### src/rtl/gcd_pkg.sv
// Shared types and helpers for the streaming GCD block.
package gcd_pkg;

   typedef enum logic [1:0] {IDLE, CALC, DONE} gcd_state_e;

   // The level counter needs one extra bit so that "full" (== depth) fits.
   function automatic int lvl_w(input int depth);
      return $clog2(depth) + 1;
   endfunction

endpackage

### src/rtl/gcd_core.sv
// Iterative subtract GCD engine: takes one operand pair from the FIFO head,
// steps once per cycle, and holds the result until the consumer accepts it.
module gcd_core
   import gcd_pkg::*;
#(
   parameter int WIDTH = 4
) (
   input  logic             clk_i,
   input  logic             rst_ni,
   input  logic             i_head_vld,
   input  logic [WIDTH-1:0] i_a,
   input  logic [WIDTH-1:0] i_b,
   output logic             o_pop,
   input  logic             i_res_ready,
   output logic             o_res_valid,
   output logic [WIDTH-1:0] o_result,
   output logic             o_busy
);

   gcd_state_e       r_state, w_state_nxt;
   logic [WIDTH-1:0] r_ra, r_rb, r_res;
   logic [WIDTH-1:0] w_ra_nxt, w_rb_nxt, w_res_nxt;

   always_ff @(posedge clk_i or negedge rst_ni) begin
      if (!rst_ni) begin
         r_state <= IDLE;
         r_ra    <= '0;
         r_rb    <= '0;
         r_res   <= '0;
      end else begin
         r_state <= w_state_nxt;
         r_ra    <= w_ra_nxt;
         r_rb    <= w_rb_nxt;
         r_res   <= w_res_nxt;
      end
   end

   always_comb begin
      w_state_nxt = r_state;
      w_ra_nxt    = r_ra;
      w_rb_nxt    = r_rb;
      w_res_nxt   = r_res;
      o_pop       = 1'b0;
      case (r_state)
         IDLE: begin
            if (i_head_vld) begin
               o_pop    = 1'b1;
               w_ra_nxt = i_a;
               w_rb_nxt = i_b;
               // A zero operand short-circuits: GCD(x,0)=x, GCD(0,0)=0.
               if (i_a == '0 || i_b == '0) begin
                  w_res_nxt   = i_a | i_b;
                  w_state_nxt = DONE;
               end else begin
                  w_state_nxt = CALC;
               end
            end
         end
         CALC: begin
            if (r_ra == r_rb) begin
               w_res_nxt   = r_ra;
               w_state_nxt = DONE;
            end else if (r_ra > r_rb) begin
               w_ra_nxt = r_ra - r_rb;
            end else begin
               w_rb_nxt = r_rb - r_ra;
            end
         end
         DONE: begin
            if (i_res_ready) w_state_nxt = IDLE;
         end
         default: w_state_nxt = IDLE;
      endcase
   end

   assign o_res_valid = (r_state == DONE);
   assign o_busy      = (r_state != IDLE);
   assign o_result    = r_res;

endmodule

### src/rtl/gcd_stream.sv
// Handshaked GCD block: operand-pair FIFO (first-word-fall-through) feeding gcd_core.
// Optional completed-result counter on res_count_o when GCD_STATS_EN is defined.
module gcd_stream
   import gcd_pkg::*;
#(
   parameter int WIDTH = 4,
   parameter int DEPTH = 4,
   parameter int CNT_W = 16
) (
   input  logic                       clk_i,
   input  logic                       rst_ni,
   input  logic                       in_valid_i,
   output logic                       in_ready_o,
   input  logic [WIDTH-1:0]           a_i,
   input  logic [WIDTH-1:0]           b_i,
   output logic                       res_valid_o,
   input  logic                       res_ready_i,
   output logic [WIDTH-1:0]           result_o,
   output logic                       busy_o,
   output logic [lvl_w(DEPTH)-1:0]    fifo_level_o
`ifdef GCD_STATS_EN
   ,
   output logic [CNT_W-1:0]           res_count_o
`endif
);

   localparam int AW = $clog2(DEPTH);
   localparam int LW = lvl_w(DEPTH);

   logic [WIDTH-1:0] r_mem_a [DEPTH];
   logic [WIDTH-1:0] r_mem_b [DEPTH];
   logic [AW-1:0]    r_wr_ptr, r_rd_ptr;
   logic [LW-1:0]    r_level;
   logic             w_push, w_pop, w_head_vld;

   assign in_ready_o   = (r_level != LW'(DEPTH));
   assign w_push       = in_valid_i && in_ready_o;
   assign w_head_vld   = (r_level != '0);
   assign fifo_level_o = r_level;

   always_ff @(posedge clk_i) begin
      if (w_push) begin
         r_mem_a[r_wr_ptr] <= a_i;
         r_mem_b[r_wr_ptr] <= b_i;
      end
   end

   // DEPTH is a power of two, so pointers wrap by natural overflow.
   always_ff @(posedge clk_i or negedge rst_ni) begin
      if (!rst_ni) begin
         r_wr_ptr <= '0;
         r_rd_ptr <= '0;
         r_level  <= '0;
      end else begin
         if (w_push) r_wr_ptr <= r_wr_ptr + AW'(1);
         if (w_pop)  r_rd_ptr <= r_rd_ptr + AW'(1);
         case ({w_push, w_pop})
            2'b10:   r_level <= r_level + LW'(1);
            2'b01:   r_level <= r_level - LW'(1);
            default: r_level <= r_level;
         endcase
      end
   end

   gcd_core #(.WIDTH(WIDTH)) u_core (
      .clk_i       (clk_i),
      .rst_ni      (rst_ni),
      .i_head_vld  (w_head_vld),
      .i_a         (r_mem_a[r_rd_ptr]),
      .i_b         (r_mem_b[r_rd_ptr]),
      .o_pop       (w_pop),
      .i_res_ready (res_ready_i),
      .o_res_valid (res_valid_o),
      .o_result    (result_o),
      .o_busy      (busy_o)
   );

`ifdef GCD_STATS_EN
   logic [CNT_W-1:0] r_res_cnt;

   always_ff @(posedge clk_i or negedge rst_ni) begin
      if (!rst_ni)                         r_res_cnt <= '0;
      else if (res_valid_o && res_ready_i) r_res_cnt <= r_res_cnt + CNT_W'(1);
   end

   assign res_count_o = r_res_cnt;
`endif

endmodule

### config.mk
export PLATFORM = sky130hd
export DESIGN_NAME = gcd_stream
export DESIGN_NICKNAME = d
export VERILOG_FILES = /design/src/rtl/gcd_pkg.sv /design/src/rtl/gcd_core.sv /design/src/rtl/gcd_stream.sv
export SDC_FILE = /design/constraint.sdc
export NUM_CORES = 1
export LEC_CHECK = 0
export ABC_CLOCK_PERIOD_IN_PS = 3800
export CAP_MARGIN = 20
export CORE_MARGIN = 2
export CORE_UTILIZATION = 60
export CTS_BUF_LIST = sky130_fd_sc_hd__clkbuf_8 sky130_fd_sc_hd__clkbuf_16
export CTS_CLUSTER_SIZE = 14
export DETAILED_ROUTE_END_ITERATION = 8
export PLACE_DENSITY = 0.82
export SETUP_SLACK_MARGIN = 0.05
export SYNTH_ARGS = -nofsm -noshare
export SYNTH_HDL_FRONTEND = slang
export SYNTH_HIERARCHICAL = 1
export SYNTH_SLANG_ARGS = --single-unit
### constraint.sdc
create_clock -name clk_i -period 3.8 [get_ports clk_i]
set_clock_uncertainty 0.2 [all_clocks]
set_input_delay 0.57 -clock clk_i [delete_from_list [all_inputs] [get_ports clk_i]]
set_output_delay 0.57 -clock clk_i [all_outputs]
set_load 0.02 [all_outputs]
==> results.md, run 1 <==
- Max-Cap Viols: 0
- Rel. slew slack: 64.22%
- Yosys top cell by area: edfxtp_1
- Mapped Nets: roughly 210
- Post-Route WL: 4.981 mm
- Worst-case reg-to-reg path depth: 5
- Post-layout instance area: approximately 3100 sq um
- Die area: ~5100 sq um
- Via density: 5.874
- Sequential share of the synthesized area: 54.45%
- Synth Flop Type: edfxtp_1
- Fraction of layout cells with a size suffix above 1: ~22%
- Clock power frac: 13.0%
- IO Port Bufs: 21
- First-pass GRT wire length: 8.286 mm
- CTS Buf Count: 5
- Internal power: about 0.0018 W
- Total GRT Usage: 21.89%
- Sw frac: between 30% and 40%
- Total negative slack: 0 ps
- Chip Height: slightly above 70 microns
- Flop2flop setup slack: between 1000 and 1500 ps
- Tcrit/Tclk final: a little over 70%
- Actual slew at the worst max-slew pin: 531.8 ps
- Die width: between 70 and 80 microns
- DP HPWL: 3.599 mm
- Top-count cell post-synth: edfxtp_1
- Post_cts resized: 0
- DP Area: 2964 sq um
- Site Rows: 24
- Fmax: between 300 and 400 MHz
- Fin crit period: ~2800 ps
- Most frequent cells after synthesis: 32 x edfxtp_1, 21 x dfrtp_1, 16 x inv_1
- Hold path endpoint: u_core/o_result[1]
- Cts hold-fix bufs: 0
- Main area contributors after synthesis: edfxtp_1 35%, dfrtp_1 19%, mux4_2 6.6%
- Critical path type: flip-flop to flip-flop
- I/O pin count: 22
- GRT met1 Usage: between 20 and 30%
- Worst hold path type: flip-flop to flip-flop
- N_diodes: 0
- Via count: roughly 1500
- Distinct cell type count after synthesis: 46
- Worst-Skew Late Latency: 310 ps
- Reg2reg start: r_rd_ptr[0]
- Area Overhead vs Synth: 13.47%
- Final Max Slew Viols: 0
- YS warnings: 6
- GPL Wtd Cong: roughly 0.85
- Post-synth top area share: roughly a third
- Met3 Use GR: 3.516%
- Clk slew on worst S/H paths: approximately 100 ps
- Core area: between 4000 and 5000 sq um
- Required @ worst endpoint: ~3800 ps
- Leakage: around 1.2 nW
- CP Max Fanout: 10
- RR Endpoint: u_core/o_result[3]
- Mapped Cells: approximately 190
- Worst VDD drop: around 0.49 mV
- Yosys reg bits: 53
- Sw Pwr: approximately 0.0012 W
- Total grt overflow: 0
- Min Hold Slack: 315.5 ps
- GR Util met2: 37.65%
- Register Area: 1486 sq um
- Setup crit start kind: flip-flop
- Pre-antenna DRT Iters: 4
- CTS tree: yes
- Post-synth EDFFs: 32
- Sequential share of power: about a third
- Worst setup path startpoint: r_rd_ptr[0]
- Clk sinks: 53
- Pwr dens: around 980 nW/um^2
- DR WL/cell: 19.08 microns
- Fraction of registers with async set/reset: 39.62%
- Synth Cell Area: about 2700 sq um
- Vias in the first global route: roughly 1600
- Htree depth: 2
- Hold Path Stages: 1
- Filler cells: 280
- Avg Inst Size Synth: roughly 15 sq um
- 1st-iter DRT viols: 77
- Status: completed
- Combinational power share: 54.7%
- Longest Clk Path Bufs: 2
- Post-CTS setup buffers: 0
- Fin. Hold Viols: 0
- Clk root buf: clkbuf_8
- NumNets Final: around 240
- Area occupied by multi-input gates: ~1100 sq um
- Arr. time, crit path: about 2800 ps
- Hold_sp: u_core/o_result[1]
- Worst setup EP type: flip-flop
- RSZ-0062 raised after global routing: no
- Initial antenna violation count: 0
- Final setup violation count: 0
- Total power: a little over 0.003 W
- Initial Utilization: between 60% and 70%
- Gr busiest metal: met2
- DRT antenna net count: 0
- # DRC: 0
- Largest net degree at the start of global routing: 22
## cells in the final DEF, fill, tap and decap left out, drive strengths merged, types with 3 or more instances in the layout
cell type      synthesis  routed
edfxtp                32      32
dfrtp                 21      21
clkdlybuf4s50          0      21
inv                   16      17
ha                    12      12
o21ai                  9       9
nor2                   9       9
mux4                   8       8
mux2i                  8       8
mux2                   7       7
a21oi                  6       6
clkbuf                 1       5
and3                   4       4
xnor2                  4       4
xor2                   4       4
nand2                  4       4
fa                     3       3
nand2b                 3       3
## power by group through the flow
stage | logic [W] | clock network, W | registers (W)
after global routing | 0.00180 | 0.000425 | 0.00101
after global placement | 0.00159 | 0 | 0.000979
after detailed placement | 0.00164 | 0 | 0.000994
final | 0.00166 | 0.000394 | 0.000980
after CTS | 0.00166 | 0.000403 | 0.000983
after floorplan | 0.00129 | 0 | 0.000956
## sequential cells by signal, indices dropped and copies added (netlist names)
register and flops:
u_core/r_state 2, r_rd_ptr 2, r_mem_a 16, u_core/r_rb 4, r_wr_ptr 2, r_mem_b 16
u_core/o_result 4, fifo_level_o 3, u_core/r_ra 4
## metal layers
layer,part of all wire (%),vias up
li1,-,725
met1,43,773
met4,2.1,0
met5,0,-
met2,52,27
met3,3.0,8
## worst max-delay path by stage
stage	to	depth (start not counted)
final	u_core/o_result[3]	5
after global placement	u_core/o_result[1]	5
after CTS	u_core/o_result[3]	5
after detailed placement	u_core/o_result[2]	5
after floorplan	u_core/o_result[0]	6
after global routing	u_core/o_result[3]	5
## final cells by class
cell class                 instances  area share (%)
multi-input combinational        110           36.87
timing repair buffer              22           7.270
tap                               52           2.100
sequential                        53           47.98
clock inverter                     3           1.616
clock buffer                       5           2.221
inverter                          16           1.939
## cell families after synthesis
family / share of synthesized area (%)
AOI/OAI and AO/OA: 6.645
xor gates and xnor gates: 2.566
adders and majority gates: 7.699
buffers and inverters: 3.712
DFF: 54.45
muxes: 13.24
and+or+nand+nor: 11.69
## critical path, stage by stage (launching register included)
cell and delay [ps]:
dfrtp_1 690, mux4_2 610, nor4_1 530, nor3_4 80
o21bai_4 230, mux2_4 310
## stage by stage
stage / setup slack (ps) / utilization, % / std cells
2_1_floorplan: 1357 / - / 185
3_3_place_gp: 1155 / 68.07 / 252
3_5_place_dp: 1099 / 68.07 / 252
4_1_cts: 1012 / 70.80 / 260
5_1_grt: 858.1 / 71.15 / 261
6_report: 1044 / 71.15 / 261
(Power assumes the default switching activity.)
==> run 2: changes to the inputs <==
--- a/config.mk
+++ b/config.mk
@@ -5,14 +5,14 @@
 export SDC_FILE = /design/constraint.sdc
 export NUM_CORES = 1
 export LEC_CHECK = 0
-export ABC_CLOCK_PERIOD_IN_PS = 3800
+export ABC_CLOCK_PERIOD_IN_PS = 2600
 export CAP_MARGIN = 20
 export CORE_MARGIN = 2
-export CORE_UTILIZATION = 60
+export CORE_UTILIZATION = 58
 export CTS_BUF_LIST = sky130_fd_sc_hd__clkbuf_8 sky130_fd_sc_hd__clkbuf_16
 export CTS_CLUSTER_SIZE = 14
 export DETAILED_ROUTE_END_ITERATION = 8
-export PLACE_DENSITY = 0.82
+export PLACE_DENSITY = 0.8
 export SETUP_SLACK_MARGIN = 0.05
 export SYNTH_ARGS = -nofsm -noshare
 export SYNTH_HDL_FRONTEND = slang
==> constraint.sdc (replaced) <==
create_clock -name clk_i -period 2.6 [get_ports clk_i]
set_clock_uncertainty 0.2 [all_clocks]
set_input_delay 0.39 -clock clk_i [delete_from_list [all_inputs] [get_ports clk_i]]
set_output_delay 0.39 -clock clk_i [all_outputs]
set_load 0.02 [all_outputs]
==> results.md, run 2 (synthesis results as in run 1) <==
- Worst-case reg-to-reg path depth: 9
- Total GRT Usage: roughly a fifth
- Total negative slack: 0 ps
- Htree depth: 2
- Die width: slightly above 70 microns
- DR WL/cell: about 18 microns
- Tcrit/Tclk final: 94.73%
- Final worst slack: between 100 and 150 ps
- Setup crit start kind: flip-flop
- N_diodes: 0
- Total power: approximately 0.0045 W
- Status: completed
- DRT antenna net count: 0
- CTS Buf Count: 5
- Rel. slew slack: between 70% and 80%
- Flop2flop setup slack: 140 ps
- Worst setup EP type: flip-flop
- Final setup violation count: 0
- Initial antenna violation count: 0
- Worst-Skew Late Latency: about 300 ps
- Pwr dens: approximately 1400 nW/um^2
- GPL Wtd Cong: just under 0.9
- Via count: 1578
- Actual slew at the worst max-slew pin: about 450 ps
- Most frequent cells in the layout: 32 x edfxtp_1, 21 x clkdlybuf4s50_1, 20 x dfrtp_1, 17 x inv_1, 12 x ha_1
- Area Overhead vs Synth: 14.39%
- Fraction of layout cells with a size suffix above 1: between 20% and 30%
- Core area: 4444 sq um
- Cts hold-fix bufs: 0
- Post-Route WL: 4.882 mm
- Reg2reg start: fifo_level_o[0]
- Dpl ws: approximately 160 ps
- I/O pin count: 22
- Pre-antenna DRT Iters: 4
- Filler cells: between 300 and 400
- IO Port Bufs: 21
- Worst setup path startpoint: fifo_level_o[0]
- Largest net degree at the start of global routing: 22
- Largest registers: r_mem_a x16, r_mem_b x16
- CP Max Fanout: 6
- Vias in the first global route: ~1700
- Total grt overflow: 0
- Required @ worst endpoint: 2630 ps
- RR Endpoint: fifo_level_o[2]
- Fin. Hold Viols: 0
- Arr. time, crit path: between 2000 and 2500 ps
- Fin util: 70.27%
- 1st-iter DRT viols: 158
- Chip Height: roughly 73 microns
- Clk sinks: 53
- CTS tree: yes
- Leakage: about 1.2 nW
- Min Hold Slack: approximately 230 ps
- Via density: between 5 and 6
- First-pass GRT wire length: 8.321 mm
- Longest Clk Path Bufs: 2
- Die area: roughly 5300 sq um
- Fmax: approximately 400 MHz
- Most common cell after layout, fill and taps aside: edfxtp_1
- CP endpoint: fifo_level_o[2]
- Critical path type: flip-flop to flip-flop
- NumNets Final: about 240
- RSZ-0062 raised after global routing: no
- Site Rows: 24
- DP HPWL: ~3.7 mm
- Fin crit period: 2463 ps
- Initial Utilization: about three fifths
- Clk slew on worst S/H paths: 90 ps
- Max-Cap Viols: 0
- Final Max Slew Viols: 0
- Worst hold path type: input pin to asynchronous set/reset pin
- Clk root buf: clkbuf_8
- # DRC: 0
- Worst VDD drop: between 0.6 and 0.7 mV
==> run 2: changes by cell type in the layout (fill, tap and decap cells not counted), sizes merged <==
cell  previous run  this run
buf              1         5
==> run 2: area by class of cell <==
class	count	area (sq um)	share of cell area, %
inverter	16	60.06	1.923
clock inverter	3	38.79	1.242
tap	52	65.06	2.083
sequential	53	1488	47.64
clock buffer	5	68.82	2.204
timing repair buffer	26	260.3	8.333
multi-input combinational	110	1142	36.58
==> run 2: worst min path at each step <==
stage	startpoint	endpoint	slack [ps]	cells after the start
finish	rst_ni	u_core/r_ra[1]	230	2
global route	rst_ni	r_rd_ptr[1]	270	2
CTS	rst_ni	u_core/r_rb[3]	240	2
floorplan	rst_ni	fifo_level_o[0]	-110	0
detailed placement	u_core/r_rb[3]	u_core/r_rb[3]	300	1
global placement	fifo_level_o[2]	fifo_level_o[2]	290	1
==> run 2: timing repair <==
| action | in CTS | in global routing |
|---|---|---|
| gates resized for setup | 0 | 1 |
| hold endpoints to repair | 0 | 0 |
| setup endpoints to repair | 0 | 1 |
| setup buffers | 0 | 0 |
==> run 2: power breakdown <==
part,switching [W],internal (W)
combinational,0.00130,0.00124
clock,0.000259,0.000282
sequential,0.000193,0.00119
total,0.00175,0.00271
==> run 2: routing by layer <==
metal / wire length (microns) / up-vias / track usage, %
met5: 0 / - / 0
met4: 66 / 0 / 6.379
met3: 194 / 9 / 4.144
met2: 2457 / 39 / 35.05
met1: 2164 / 796 / 28.26
li1: - / 734 / -
==> run 2: metrics by stage <==
stage	area, sq um	std cells
finish	3123	265
global route	3123	265
CTS	3122	265
detailed placement	3014	257
global placement	3014	257
floorplan	2730	185
==> run 2: critical path, cell delays in order, from the launching register on <==
cell and delay (ps):
dfrtp_2 450, or3b_4 440, and2_4 190, inv_1 60
ha_1 180, inv_1 60, fa_1 370, xor2_1 170
nor2_1 130, xor2_1 150
